[config.mk]
export PLATFORM = sky130hd
export DESIGN_NAME = shared_mem_port
export DESIGN_NICKNAME = d
export VERILOG_FILES = /design/src/rtl/shared_mem_port.sv
export SDC_FILE = /design/constraint.sdc
export NUM_CORES = 2
export LEC_CHECK = 0
export ABC_CLOCK_PERIOD_IN_PS = 3600
export CAP_MARGIN = 20
export CORE_MARGIN = 4
export CORE_UTILIZATION = 65
export DETAILED_ROUTE_END_ITERATION = 7
export HOLD_SLACK_MARGIN = 0.12
export PLACE_DENSITY_LB_ADDON = 0.05
export SLEW_MARGIN = 20
export SYNTH_ARGS = -nofsm -noshare
export SYNTH_HDL_FRONTEND = slang
export SYNTH_SLANG_ARGS = --single-unit
[constraint.sdc]
create_clock -name clk -period 3.6 [get_ports clk]
set_input_delay 0.54 -clock clk [delete_from_list [all_inputs] [get_ports clk]]
set_output_delay 0.54 -clock clk [all_outputs]
set_load 0.02 [all_outputs]
[src/rtl/shared_mem_port.sv]
// shared_mem_port: unified instr/data memory port for the multicycle core.
// Ports: fetch (fetch_req/pc -> instr, fetch_done), data
// (data_req/data_we/data_be/data_addr/wdata -> rdata, data_done),
// plus err (misaligned or out of range) and busy.
module shared_mem_port #(
  parameter int    DATA_W      = 32,
  parameter int    ADDR_W      = 32,
  parameter int    DEPTH       = 128,
  parameter int    WAIT_STATES = 0,
  parameter string INIT_FILE   = ""
) (
  input  logic                clk,
  input  logic                reset,
  input  logic                fetch_req,
  input  logic [ADDR_W-1:0]   pc,
  input  logic                data_req,
  input  logic                data_we,
  input  logic [DATA_W/8-1:0] data_be,
  input  logic [ADDR_W-1:0]   data_addr,
  input  logic [DATA_W-1:0]   wdata,
  output logic [DATA_W-1:0]   instr,
  output logic [DATA_W-1:0]   rdata,
  output logic                fetch_done,
  output logic                data_done,
  output logic                err,
  output logic                busy
);

  localparam int BE_W  = DATA_W / 8;
  localparam int IDX_W = $clog2(DEPTH);
  localparam int WA_W  = ADDR_W - 2;

  typedef enum logic {
    IDLE,
    ACCESS
  } state_t;

  typedef struct packed {
    logic              ch;
    logic              we;
    logic [BE_W-1:0]   be;
    logic [ADDR_W-1:0] addr;
    logic [DATA_W-1:0] wdata;
  } xfer_t;

  logic [DATA_W-1:0] mem [DEPTH];

  state_t          state_q;
  state_t          state_d;
  logic [3:0]      cnt_q;
  logic [3:0]      cnt_d;
  xfer_t           xq;
  xfer_t           xd;
  logic            acc;
  logic            fin;
  logic            bad;
  logic            st_ok;
  logic            any_done;
  logic [WA_W-1:0] widx;
  logic [IDX_W-1:0] idx;

  // Range check uses the full word address; truncation to
  // the storage index is only trusted once bad is clear.
  assign widx  = xq.addr[ADDR_W-1:2];
  assign bad   = (xq.addr[1:0] != 2'b00) ||
                 (widx >= WA_W'(DEPTH));
  assign idx   = widx[IDX_W-1:0];
  assign st_ok = fin && xq.ch && xq.we && !bad;
  assign busy  = (state_q != IDLE);

  // No accept while a done pulse is out: the requester is
  // still holding req for the transfer that just finished.
  assign any_done = fetch_done || data_done;

  always_comb begin
    xd = xq;
    priority case (1'b1)
      data_req: begin
        xd.ch    = 1'b1;
        xd.we    = data_we;
        xd.be    = data_be;
        xd.addr  = data_addr;
        xd.wdata = wdata;
      end
      fetch_req: begin
        xd.ch    = 1'b0;
        xd.we    = 1'b0;
        xd.be    = '0;
        xd.addr  = pc;
        xd.wdata = '0;
      end
      default: ;
    endcase
  end

  always_comb begin
    state_d = state_q;
    cnt_d   = cnt_q;
    acc     = 1'b0;
    fin     = 1'b0;
    unique case (state_q)
      IDLE: begin
        if ((fetch_req || data_req) && !any_done) begin
          acc     = 1'b1;
          state_d = ACCESS;
          cnt_d   = 4'(WAIT_STATES);
        end
      end
      ACCESS: begin
        if (cnt_q != 4'd0) begin
          cnt_d = cnt_q - 4'd1;
        end else begin
          fin     = 1'b1;
          state_d = IDLE;
        end
      end
    endcase
  end

  always_ff @(posedge clk or negedge reset) begin
    if (!reset) begin
      state_q    <= IDLE;
      cnt_q      <= 4'd0;
      xq         <= '0;
      instr      <= '0;
      rdata      <= '0;
      fetch_done <= 1'b0;
      data_done  <= 1'b0;
      err        <= 1'b0;
    end else begin
      state_q    <= state_d;
      cnt_q      <= cnt_d;
      fetch_done <= fin && !xq.ch;
      data_done  <= fin && xq.ch;
      err        <= fin && bad;
      if (acc) begin
        xq <= xd;
      end
      if (fin && !xq.ch && !bad) begin
        instr <= mem[idx];
      end
      if (fin && xq.ch && !xq.we) begin
        rdata <= bad ? '0 : mem[idx];
      end
    end
  end

  // Storage has no reset; a reset mid-transfer forces IDLE
  // asynchronously, so st_ok can never fire for it.
  always_ff @(posedge clk) begin
    if (st_ok) begin
      for (int i = 0; i < BE_W; i++) begin
        if (xq.be[i]) begin
          mem[idx][8*i +: 8] <= xq.wdata[8*i +: 8];
        end
      end
    end
  end

endmodule
# Yosys cells after proc, flatten, opt, wreduce, memory -nomap -nowiden

Memory sizes are Yosys's and may differ from the RTL's.
Cells that the tools add are included.

Muxes and demuxes: 24
Equality and inequality tests: 2
Magnitude comparators: 1
Add/subtract/negate cells: 1
Bitwise operators: 1
Reduce and logical (&&, ||, !) cells: 20

Operators with widths:

| cell                | count |
|---|---|
| $mux 70             | 2 |
| $mux 32             | 1 |
| $ge 30x8->1 const B | 1 |
| $mux 1              | 17 |
| $logic_and 1x1->1   | 8 |
| $mux 4              | 2 |
| $pmux 4 s2          | 1 |
| $logic_not 1->1     | 4 |
| $reduce_and 2->1    | 2 |
| $reduce_bool 2->1   | 2 |
| $reduce_bool 4->1   | 1 |
| $sub 4x1->4 const B | 1 |
| $logic_or 1x1->1    | 3 |
| $ne 2x1->1 const B  | 1 |
| $ne 2x2->1 const B  | 1 |
| $pmux 1 s2          | 1 |
| $not 1->1           | 1 |

Register bits after elaboration: 142
Word-level logic and storage cells: 62
Output and inout bits: 68
Memories: 1
Bits of input ports: 105
RAM bits: 4096

Memories:

| name | words | width | rd ports | clocked after Yosys merged registers in | write ports | line | text |
|---|---|---|---|---|---|---|---|
| mem  | 128   | 32    | 1        | 0                                       | 1           | 46   | `logic [DATA_W-1:0] mem [DEPTH];` |

# Depth between registers and ports, before layout

Word-level depth: 8
Mapped depth: 11
Gate-level depth less buffers: 8

# Worst setup path after synthesis

No wires, ideal clock.

Path type: reg-to-reg
Start: register cnt_q[0]
End: memory mem[101][10], enable pin
Data required time: 3.230 ns
Slack: 1.128 ns
Buffers on the path: 2
Stages on the path, launching flop included: 11
Clock period less this slack: 2.472 ns
Library setup time: 0.370 ns
Arrival time: 2.102 ns
Cell sequence: dfrtp_1 -> inv_1 -> ha_1 -> inv_1 -> nor3_1 -> and3_1 -> and3_1 -> nand2_1 -> clkbuf_1 -> buf_1 -> nor2_1

Word-level cells in the longest chain between the ends: 8

RTL lines:

| what                            | line | text |
|---|---|---|
| start, declared                 | 50   | `logic [3:0] cnt_q;` |
| start signal, assigned          | 132  | `cnt_q <= cnt_d;` |
| $reduce_bool 4->1               | 110  | `if (cnt_q != 4'd0) begin` |
| $mux 1                          | 110  |  |
| $mux 1                          | 101  | `unique case (state_q)` |
| $logic_and 1x1->1 (3 in series) | 68   | `assign st_ok = fin && xq.ch && xq.we && !bad;` |
| $mux 1                          | 151  | `if (st_ok) begin` |
| $mux 1 (implied by the code)    | 154  | `mem[idx][8*i +: 8] <= xq.wdata[8*i +: 8];` |
| end, declared                   | 46   |  |

No other way between the ends.

# Worst setup path in the final report

Start: register xq (netlist bit idx[1])
End: register rdata[10]

Word-level cells in the longest chain between the ends: 3
Elaborated cells on any way between the ends: 4
Those cells by class: 1 x order compare; 1 x mux; 1 x reduce/logical; 1 x memory

RTL lines:

| what                   | line | text |
|---|---|---|
| start, declared        | 52   | `xfer_t xq;` |
| start signal, assigned | 124  | `xq <= '0;` |
| start signal, assigned | 137  | `xq <= xd;` |
| $ge 30x8->1            | 66   | `(widx >= WA_W'(DEPTH));` |
| $logic_or 1x1->1       | 65   | `assign bad = (xq.addr[1:0] != 2'b00) \|\|` |
| $mux 32 *              | 143  | `rdata <= bad ? '0 : mem[idx];` |
| end signal, assigned   | 143  |  |
| end, declared          | 22   | `output logic [DATA_W-1:0] rdata,` |

Mark *: on every way between the ends. The rest lies on a longest branch, timed or not.
A chain may end at the register's enable or synchronous reset.

==> results.yml <==
drt:
  wire_per_inst_microns: 33.65
  routed_via_density: 6.637
  vias: 94930
  ant_nets: 0
  drc_errors: 0
  drtIter0Drc: 13170
  firstDrtPassIters: 6
  wirelength_mm: 481.4
grt:
  grt.overflow.total: 0
  grt_usage_pct: 36.25
  grt_max_degree: 114
  antenna_found_initial: 45
  grt_pass1_wl_mm: 674.1
  first_global_vias: 92310
timing:
  max_freq_ghz: 0.2795
  hold_viol: 0
  rsz0062_at_grt: "false"
  maxSlewViolCount: 0
  setup_tns_ns: 0
  relSlewSlack_pct: 23.41
  fin_crit_ns: 3.578
  worst_slew_pin_slew_ns: 1.146
  setup_viol: 0
  finClkSkew_ns: 0.06225
  fin_crit_sh_pct: 99.38
logic_synthesis:
  synth_top_family_by_area: "multiplexers"
  syn-cell-area_sq_mm: 0.1657
  yosys-mux-area-fraction_pct: 12.57
  synth_simple_gate_area_share_pct: 2.423
  ys_ff_latch: 4238
  seq_area_frac_synth_pct: 76.38
  synth_compound_area_share_pct: 6.386
  syn_nets: 9776
  avgSynthCellArea_sq_um: 17.13
  ys_warn_count: 0
  synth_xor_area_share_pct: 0.01057
  ys_types: 36
  synth_cells: 9670
  synthAdderAreaFrac_pct: 0.007552
finish:
  area_growth_pct: 14.74
  multi_input_area_sq_mm: 0.03557
  mostFrequentLayoutCells: "edfxtp_1, mux2i_1, o22ai_1"
  layout-drive-gt1-share_pct: 14.64
  nFillCells: 14930
  nets: 10660
  instances_no_fill: 14300
  layout_commonest_cell: "edfxtp_1"
  final-seq-area_sq_mm: 0.1267
critical_path:
  end_kind: "flip-flop"
  crit_type: "reg -> reg"
  worstPathMaxFanout: 67
  startpoint_type: "flip-flop"
  cp.required_ns: 4.44
  cp_data_arrival_time_ns: 4.41
placed_design:
  placedCellCount: 13480
  gp_routability_congestion: 0.9467
  place_hpwl_mm: 319.8
  io_buffer_count: 172
die:
  dieArea_sq_mm: 0.2630
  die_w_microns: 512.9
  num_io_pins: 173
  rows: 185
  die_h_microns: 512.9
  start_util_pct: 65.25
  core_area_sq_mm: 0.2539
pwr:
  power_frac_seq_pct: 42.6
  peakVddDrop_uv: 748.0
  clockPowerShare_pct: 29.2
  fin_total_pwr_mw: 145.6
  combPwrFrac_pct: 28.2
  leakagePower_nw: 64.38
  sw_frac_of_total_pct: 32.90
  power_density_mw_per_mm2: 766.0
  intPower_mw: 97.71
  p_sw_mw: 47.91
clock_tree:
  post_cts_buffers: 0
  clk_pin_slew_worst_paths_ns: 0.06
  cts_buffer_depth: 4
  clk_root_buffer_cell: "clkbuf_16"
  clk-insertion-delay-late_ns: 1.02
  cts_tree: "built"
  ctsHtreeMaxLevel: 5
  cts_buffers: 424
  clock_sinks: 4238
status:
  status: "completed"
flow_run:
  max_cap_violations: 0
min_path:
  hold_class: "in -> reg"
-- synthesized netlist by cell type (all sizes together) --
| master | n | area [sq um] |
|---|---|---|
| a21oi | 32 | 160.2 |
| a41oi | 128 | 1121 |
| and2 | 1 | 6.260 |
| and3 | 2 | 12.51 |
| buf | 372 | 2711 |
| clkbuf | 256 | 962.2 |
| dfrtp | 142 | 3553 |
| edfxtp | 4096 | 123000 |
| ha | 1 | 12.51 |
| inv | 4 | 15.01 |
| mux2i | 2080 | 20820 |
| nand2 | 278 | 1046 |
| nand2b | 8 | 50.05 |
| nand3 | 39 | 195.2 |
| nand4 | 1 | 6.260 |
| nor2 | 577 | 2178 |
| nor2b | 2 | 12.51 |
| nor3 | 2 | 10.01 |
| nor4 | 40 | 465.4 |
| o21ai | 577 | 2888 |
| o22ai | 1025 | 6412 |
| or2 | 3 | 18.77 |
| or3 | 1 | 6.260 |
| or4 | 1 | 7.510 |
| xnor2 | 2 | 17.52 |
-- logic make-up (layout without fill, tap and decap cells) --
kind of cell	after synthesis	in the layout
XOR/XNOR	2	2
flip-flops	4238	4238
AO/OA/AOI/OAI	1762	1762
buffers and inverters	632	1860
multiplexers	2080	2080
other	0	39
AND/OR/NAND/NOR	955	955
adder cells (fa/ha/maj)	1	1
-- power groups by stage --
stage / clock (mW) / combinational, mW / sequential, mW
final: 42.5 / 41.1 / 62.0
after global routing: 45.0 / 42.4 / 62.0
after CTS: 42.8 / 40.4 / 61.9
after detailed placement: 0 / 40.3 / 62.9
after global placement: 0 / 39.7 / 62.8
after floorplan: 0 / 23.3 / 62.9
-- critical path, cell delays in order (launching register included) --
cell      delay (ns)
dfrtp_1         0.55
nand2b_4        0.44
buf_12          0.21
buf_12          0.29
o22ai_1         0.17
o21ai_0         0.32
buf_4           0.19
a41oi_1         0.29
nor4_2          0.53
buf_4           0.21
o21ai_1         0.06
-- flip-flops by register name, summed over array words and instances (netlist names) --
signal and cells:
mem 4096, xq 40, instr 32, rdata 32, widx 23, idx 7
cnt_q 4, busy 1, data_done 1, err 1, fetch_done 1
-- layout make-up --
| cell class | count | area share [%] |
|---|---|---|
| inverters | 4 | 0.007898 |
| repair buffers | 1088 | 5.363 |
| flip-flops and latches | 4238 | 66.63 |
| diodes | 39 | 0.05134 |
| multi-input cells | 4800 | 18.71 |
| clock inverters | 219 | 1.057 |
| well taps | 3366 | 2.215 |
| clock buffers | 549 | 5.961 |
-- metal layers --
metal	GRT usage [%]	vias to the layer above	share of wire (%)
li1	-	40230	-
met1	50.01	48160	37
met2	53.49	5565	45
met3	9.866	947	12
met4	19.26	20	6.1
met5	0	-	0.024
-- what timing repair did --
action	CTS	global route
resized for setup	1	2
hold buffers	18	0
endpoints found under the hold margin	92	0
setup endpoints to repair	7	3
-- through the flow --
| stage | utilization, % | instance area (sq um) | setup slack, ns | hold slack, ns |
|---|---|---|---|---|
| after CTS | 74.83 | 190000 | 0.05179 | 0.1235 |
| after detailed placement | 69.50 | 176500 | 0.08420 | 0.4715 |
| after global routing | 74.83 | 190000 | 0.03022 | 0.1758 |
| final | 74.87 | 190100 | 0.02239 | 0.1732 |
| after floorplan | - | 165700 | 1.128 | 0.2444 |
| after global placement | 69.49 | 176400 | 0.01486 | 0.4634 |
-- final timing paths --
| kind | start | endpoint | slack, ns | depth (start not counted) |
|---|---|---|---|---|
| max | idx[1]$_DFFE_PN0P_ | rdata[10]$_DFFE_PN0P_ | 0.02 | 10 |
| min | pc[19] | widx[17]$_DFFE_PN0P_ | 0.17 | 3 |
| max reg2reg | idx[1]$_DFFE_PN0P_ | rdata[10]$_DFFE_PN0P_ | 0.02 | 10 |
| min reg2reg | widx[22]$_DFFE_PN0P_ | widx[22]$_DFFE_PN0P_ | 0.48 | 2 |
| max in group asynchronous | reset | instr[26]$_DFFE_PN0P_ | 2.42 | 3 |
| min in group asynchronous | reset | idx[0]$_DFFE_PN0P_ | 0.19 | 2 |
Power figures use the tool's default switching activity.
